File: src/rtl/tlb_miss_ctrl.sv
// Multi-channel sticky TLB miss capture with a round-robin req/ack refill port to the page-table walker.
// Optional refill watchdog enabled by defining TLB_MISS_TIMEOUT_EN (sets sticky timeout_err_o, drops the request).
module tlb_miss_ctrl #(
  parameter int NCH     = 2,
  parameter int VPN_W   = 20,
  parameter int TIMEOUT = 255,
  localparam int CH_W   = (NCH > 1) ? $clog2(NCH) : 1
) (
  input  logic                   clk_i,
  input  logic                   rst_ni,
  input  logic [NCH-1:0]         miss_in_i,
  input  logic [NCH*VPN_W-1:0]   miss_vpn_i,
  input  logic                   flush_i,
  output logic [NCH-1:0]         miss_o,
  output logic                   refill_req_o,
  output logic [CH_W-1:0]        refill_ch_o,
  output logic [VPN_W-1:0]       refill_vpn_o,
  input  logic                   refill_ack_i,
  output logic                   timeout_err_o
);

  if (NCH < 1 || NCH > 8 || TIMEOUT < 1 || TIMEOUT > 255) begin : g_param_chk
    $error("tlb_miss_ctrl: parameter out of range");
  end

  typedef enum logic {IDLE, REQ} state_e;

  state_e             state_q;
  logic [NCH-1:0]     pend_q, pend_d, pend_clr, cap;
  logic [VPN_W-1:0]   vpn_q [NCH];
  logic [CH_W-1:0]    grant_q, last_q, pick;
  logic               pick_vld;
  logic               req_q;
  logic [VPN_W-1:0]   rvpn_q;
  logic               done;
  logic [CH_W:0]      idx;

`ifdef TLB_MISS_TIMEOUT_EN
  logic [7:0]         cnt_q;
  logic               terr_q;
  logic               to_hit;
`endif

  // Round-robin: the lowest distance above last_q wins, so scan from far to near.
  always_comb begin
    pick     = '0;
    pick_vld = 1'b0;
    idx      = '0;
    for (int k = NCH; k >= 1; k--) begin
      idx = {1'b0, last_q} + (CH_W+1)'(k);
      if (idx >= (CH_W+1)'(NCH)) idx = idx - (CH_W+1)'(NCH);
      if (pend_q[idx[CH_W-1:0]]) begin
        pick     = idx[CH_W-1:0];
        pick_vld = 1'b1;
      end
    end
  end

  always_comb begin
    done = 1'b0;
`ifdef TLB_MISS_TIMEOUT_EN
    to_hit = 1'b0;
`endif
    if (state_q == REQ) begin
      if (refill_ack_i) begin
        done = 1'b1;
      end
`ifdef TLB_MISS_TIMEOUT_EN
      else if (cnt_q == 8'(TIMEOUT - 1)) begin
        done   = 1'b1;
        to_hit = 1'b1;
      end
`endif
    end
    pend_clr = pend_q;
    if (done) pend_clr[grant_q] = 1'b0;
    // A miss arriving on the completing channel re-arms it instead of being dropped.
    cap    = miss_in_i & ~pend_clr & {NCH{~flush_i}};
    pend_d = flush_i ? '0 : (pend_clr | cap);
  end

  always_ff @(posedge clk_i or negedge rst_ni) begin
    if (!rst_ni) begin
      state_q <= IDLE;
      pend_q  <= '0;
      grant_q <= '0;
      last_q  <= CH_W'(NCH - 1);
      req_q   <= 1'b0;
      rvpn_q  <= '0;
      for (int i = 0; i < NCH; i++) vpn_q[i] <= '0;
`ifdef TLB_MISS_TIMEOUT_EN
      cnt_q   <= '0;
      terr_q  <= 1'b0;
`endif
    end else begin
      pend_q <= pend_d;
      for (int i = 0; i < NCH; i++) begin
        if (cap[i]) vpn_q[i] <= miss_vpn_i[i*VPN_W +: VPN_W];
      end
      if (flush_i) begin
        state_q <= IDLE;
        req_q   <= 1'b0;
        grant_q <= '0;
        rvpn_q  <= '0;
      end else begin
        case (state_q)
          IDLE: begin
            if (pick_vld) begin
              state_q <= REQ;
              req_q   <= 1'b1;
              grant_q <= pick;
              rvpn_q  <= vpn_q[pick];
`ifdef TLB_MISS_TIMEOUT_EN
              cnt_q   <= '0;
`endif
            end
          end
          REQ: begin
            if (done) begin
              state_q <= IDLE;
              req_q   <= 1'b0;
              last_q  <= grant_q;
              grant_q <= '0;
              rvpn_q  <= '0;
`ifdef TLB_MISS_TIMEOUT_EN
              if (to_hit) terr_q <= 1'b1;
            end else begin
              cnt_q <= cnt_q + 8'd1;
`endif
            end
          end
          default: state_q <= IDLE;
        endcase
      end
    end
  end

  assign miss_o       = pend_q;
  assign refill_req_o = req_q;
  assign refill_ch_o  = grant_q;
  assign refill_vpn_o = rvpn_q;
`ifdef TLB_MISS_TIMEOUT_EN
  assign timeout_err_o = terr_q;
`else
  assign timeout_err_o = 1'b0;
`endif

endmodule
File: config.mk
export PLATFORM = sky130hd
export DESIGN_NAME = tlb_miss_ctrl
export DESIGN_NICKNAME = d
export VERILOG_FILES = /design/src/rtl/tlb_miss_ctrl.sv
export SDC_FILE = /design/constraint.sdc
export NUM_CORES = 1
export LEC_CHECK = 0
export CELL_PAD_IN_SITES_DETAIL_PLACEMENT = 0
export CELL_PAD_IN_SITES_GLOBAL_PLACEMENT = 2
export CORE_UTILIZATION = 31
export CTS_BUF_LIST = sky130_fd_sc_hd__clkbuf_8
export DETAILED_ROUTE_END_ITERATION = 8
export PLACE_DENSITY = 0.75
export SLEW_MARGIN = 5
export SYNTH_ARGS = -nofsm -noshare
export SYNTH_HDL_FRONTEND = slang
export SYNTH_SLANG_ARGS = --single-unit
File: constraint.sdc
create_clock -name clk_i -period 1.6 [get_ports clk_i]
set_clock_uncertainty 0.15 [all_clocks]
set_input_delay 0.24 -clock clk_i [delete_from_list [all_inputs] [get_ports clk_i]]
set_output_delay 0.24 -clock clk_i [all_outputs]
set_load 0.01 [all_outputs]
==> out/results.tsv, run 1 <==
metric	value	unit
dieWidth	95.8	um
outcome	complete, but fails checks	
stdcell_count	389	
grt_max_degree	67	
hold_violations	0	
antenna_found_initial	0	
synth_cell_types	25	
cts_sinks	66	
p_leak	1.85	nW
clk_pin_slew_worst_paths	70	ps
cts_tree	done	
critPathLaunch	refill_ch_o$_DFFE_PN0P_	
cp.arrival	1750	ps
drv_cap	0	
fin_setup_tns	-1310	ps
placed_cells	364	
synth_area	2730	sq um
fp.dieH	95.8	um
syn_nets	228	
finalCritPeriodShare	1.05	
root_buffer	clkbuf_8	
final_layout_size_suffix_gt1_frac	0.327	
timing.reg2reg.setup_slack	-80	ps
dp_slack	-343	ps
wl_per_cell	17.4	um
grtUsageTotal	0.150	
routed_via_density	4.73	
row_count	33	
coreArea	8380	sq um
clkLatencyLatePin	340	ps
holdWs	297	ps
ys_warn_count	0	
cts_buffers	9	
cts_buffer_depth	2	
diodes	0	
hold_class	in -> async	
synthTopCellsByArea	dfrtp_1 (60%), mux2_2 (17%), mux2i_1 (7.3%)	
yosysMostFrequentCell	dfrtp_1	
rsz0062_at_grt	yes	
syn_inst	182	
route.vias.total	1840	
synth.yosys.seq_area_share	0.606	
drc	0	
grt-ovfl-total	0	
grt_pass1_vias	1814	
dpl.hpwl	4.03	mm
yosysTopAreaCellShare	0.596	
avgSynthCellArea	15.0	sq um
synth_ff_type	dfrtp_1	
area_growth	49.5	%
first_pass_iters	4	
cp-start-kind	register	
rr_startpoint	refill_ch_o$_DFFE_PN0P_	
critPathKind	reg -> reg	
ys_async_sr_fraction	1.00	
finalSetupViolCount	22	
pin_count	71	
synth_common_cells	dfrtp_1 (65), mux2_2 (40), mux2i_1 (20), o2bb2ai_1 (20), buf_6 (6)	
synth_edf_count	0	
drt-total-wl	6.77	mm
gp_congestion	0.739	
rr_worst_depth	5	
grt_pass1_wl	9.88	mm
io_buffers	69	
r2r-end	vpn_q[23]$_DFFE_PN0P_	
cp_data_required_time	1670	ps
nets	325	
yosysTopAreaCell	dfrtp_1	
synth_seq_cells	66	
fmax	0.595	GHz
crit_path_end	vpn_q[23]$_DFFE_PN0P_	
final_antenna_net_count	0	
h-tree-depth	3	
power_density	1070	nW/um^2
worst_slack	-79.3	ps
end_kind	register	
power	4.37	mW
fin_crit	1680	ps
fillerInstances	760	
start_util	0.325	
cp_max_fo	5	
failed_checks	negative setup slack	
first_iter_violations	42	
drv_slew	0	
die_area	9180	sq um
ir_worst_vdd	0.447	mV
==> registers in the layout, summed over array words and instances, names as in the netlist <==
| register | cells |
|---|---|
| refill_ch_o | 1 |
| vpn_q | 40 |
| refill_vpn_o | 20 |
| last_q | 1 |
| state_q | 1 |
| miss_o | 2 |
| refill_req_o | 1 |
==> layer usage <==
| metal | track usage | routed length [um] | vias up |
|---|---|---|---|
| li1 | - | - | 853 |
| met5 | 0 | 0 | - |
| met3 | 0.0442 | 304 | 7 |
| met4 | 0.0597 | 69 | 0 |
| met1 | 0.203 | 3260 | 931 |
| met2 | 0.225 | 3140 | 49 |
==> critical path: stages, from the launching register on <==
cell	delay [ps]
dfrtp_1	410
nand3b_1	230
a21oi_4	180
buf_12	140
clkbuf_16	150
mux2_4	290
==> power by group <==
part	internal [mW]	switching (mW)	total [mW]
Combinational	0.586	0.348	0.935
Sequential	1.95	0.157	2.10
Clock	0.702	0.631	1.33
Total	3.23	1.14	4.37
==> metrics by stage <==
stage	area [sq um]	util
final	4080	0.486
after global routing	4080	0.486
after CTS	3870	0.461
after detailed placement	3680	0.439
after global placement	3680	0.439
after floorplan	2730	-
==> cells in the final DEF (no fill, tap or decap), types with 2 or more instances in the layout <==
| master | n |
|---|---|
| dfrtp_1 | 63 |
| clkdlybuf4s50_1 | 44 |
| dlygate4sd2_1 | 24 |
| o2bb2ai_1 | 20 |
| mux2_4 | 20 |
| mux2_2 | 20 |
| mux2i_1 | 19 |
| buf_4 | 15 |
| clkbuf_8 | 9 |
| buf_12 | 7 |
| nor2_1 | 4 |
| buf_6 | 3 |
| nand3b_1 | 2 |
| a21oi_1 | 2 |
| nand2b_1 | 2 |
| a21oi_4 | 2 |
| nand2_1 | 2 |
| inv_1 | 2 |
| clkinv_2 | 2 |
| clkinvlp_4 | 2 |
| clkbuf_16 | 2 |
| dfrtp_2 | 2 |
==> timing repair <==
action / CTS / global route
pin swaps: 0 / 3
hold buffers: 1 / 0
gates cloned: 0 / 4
gates resized for setup: 26 / 30
setup buffers: 2 / 2
setup endpoints to repair: 44 / 58
hold endpoints to repair: 65 / 0
==> layout make-up <==
cell class,count,area [sq um],share of cell area
well taps,105,131,0.0322
flip-flops and latches,66,1660,0.406
clock buffers,9,124,0.0304
repair buffers,98,1020,0.249
clock inverters,7,62.6,0.0153
multi-input cells,104,1090,0.267
==> cells by family (layout without fill, tap and decap cells) <==
logic type,after synthesis,after routing,synth area share
flops,66,66,0.606
other cells,1,1,0.00137
mux,61,61,0.243
buf+inv,12,114,0.0358
simple gates,13,13,0.0243
compound gates,29,29,0.0899
==> how the worst min path moves through the flow <==
stage,depth (start not counted),to,startpoint
2_1_floorplan,0,miss_o[0]$_DFF_PN0_,rst_ni
3_3_place_gp,2,miss_o[1]$_DFF_PN0_,rst_ni
3_5_place_dp,2,miss_o[1]$_DFF_PN0_,rst_ni
4_1_cts,3,refill_ch_o$_DFFE_PN0P_,rst_ni
5_1_grt,3,refill_req_o$_DFFE_PN0P_,rst_ni
6_report,3,miss_o[1]$_DFF_PN0_,rst_ni
Power figures use the tool's default switching activity.
==> run 2, diff against run 1 <==
--- a/config.mk
+++ b/config.mk
@@ -10,6 +10,7 @@
 export CORE_UTILIZATION = 31
 export CTS_BUF_LIST = sky130_fd_sc_hd__clkbuf_8
 export DETAILED_ROUTE_END_ITERATION = 8
+export GPL_ROUTABILITY_DRIVEN = 0
 export PLACE_DENSITY = 0.75
 export SLEW_MARGIN = 5
 export SYNTH_ARGS = -nofsm -noshare
==> results of run 2 <==
Final layout, timing and power as in run 1 (identical DEF).
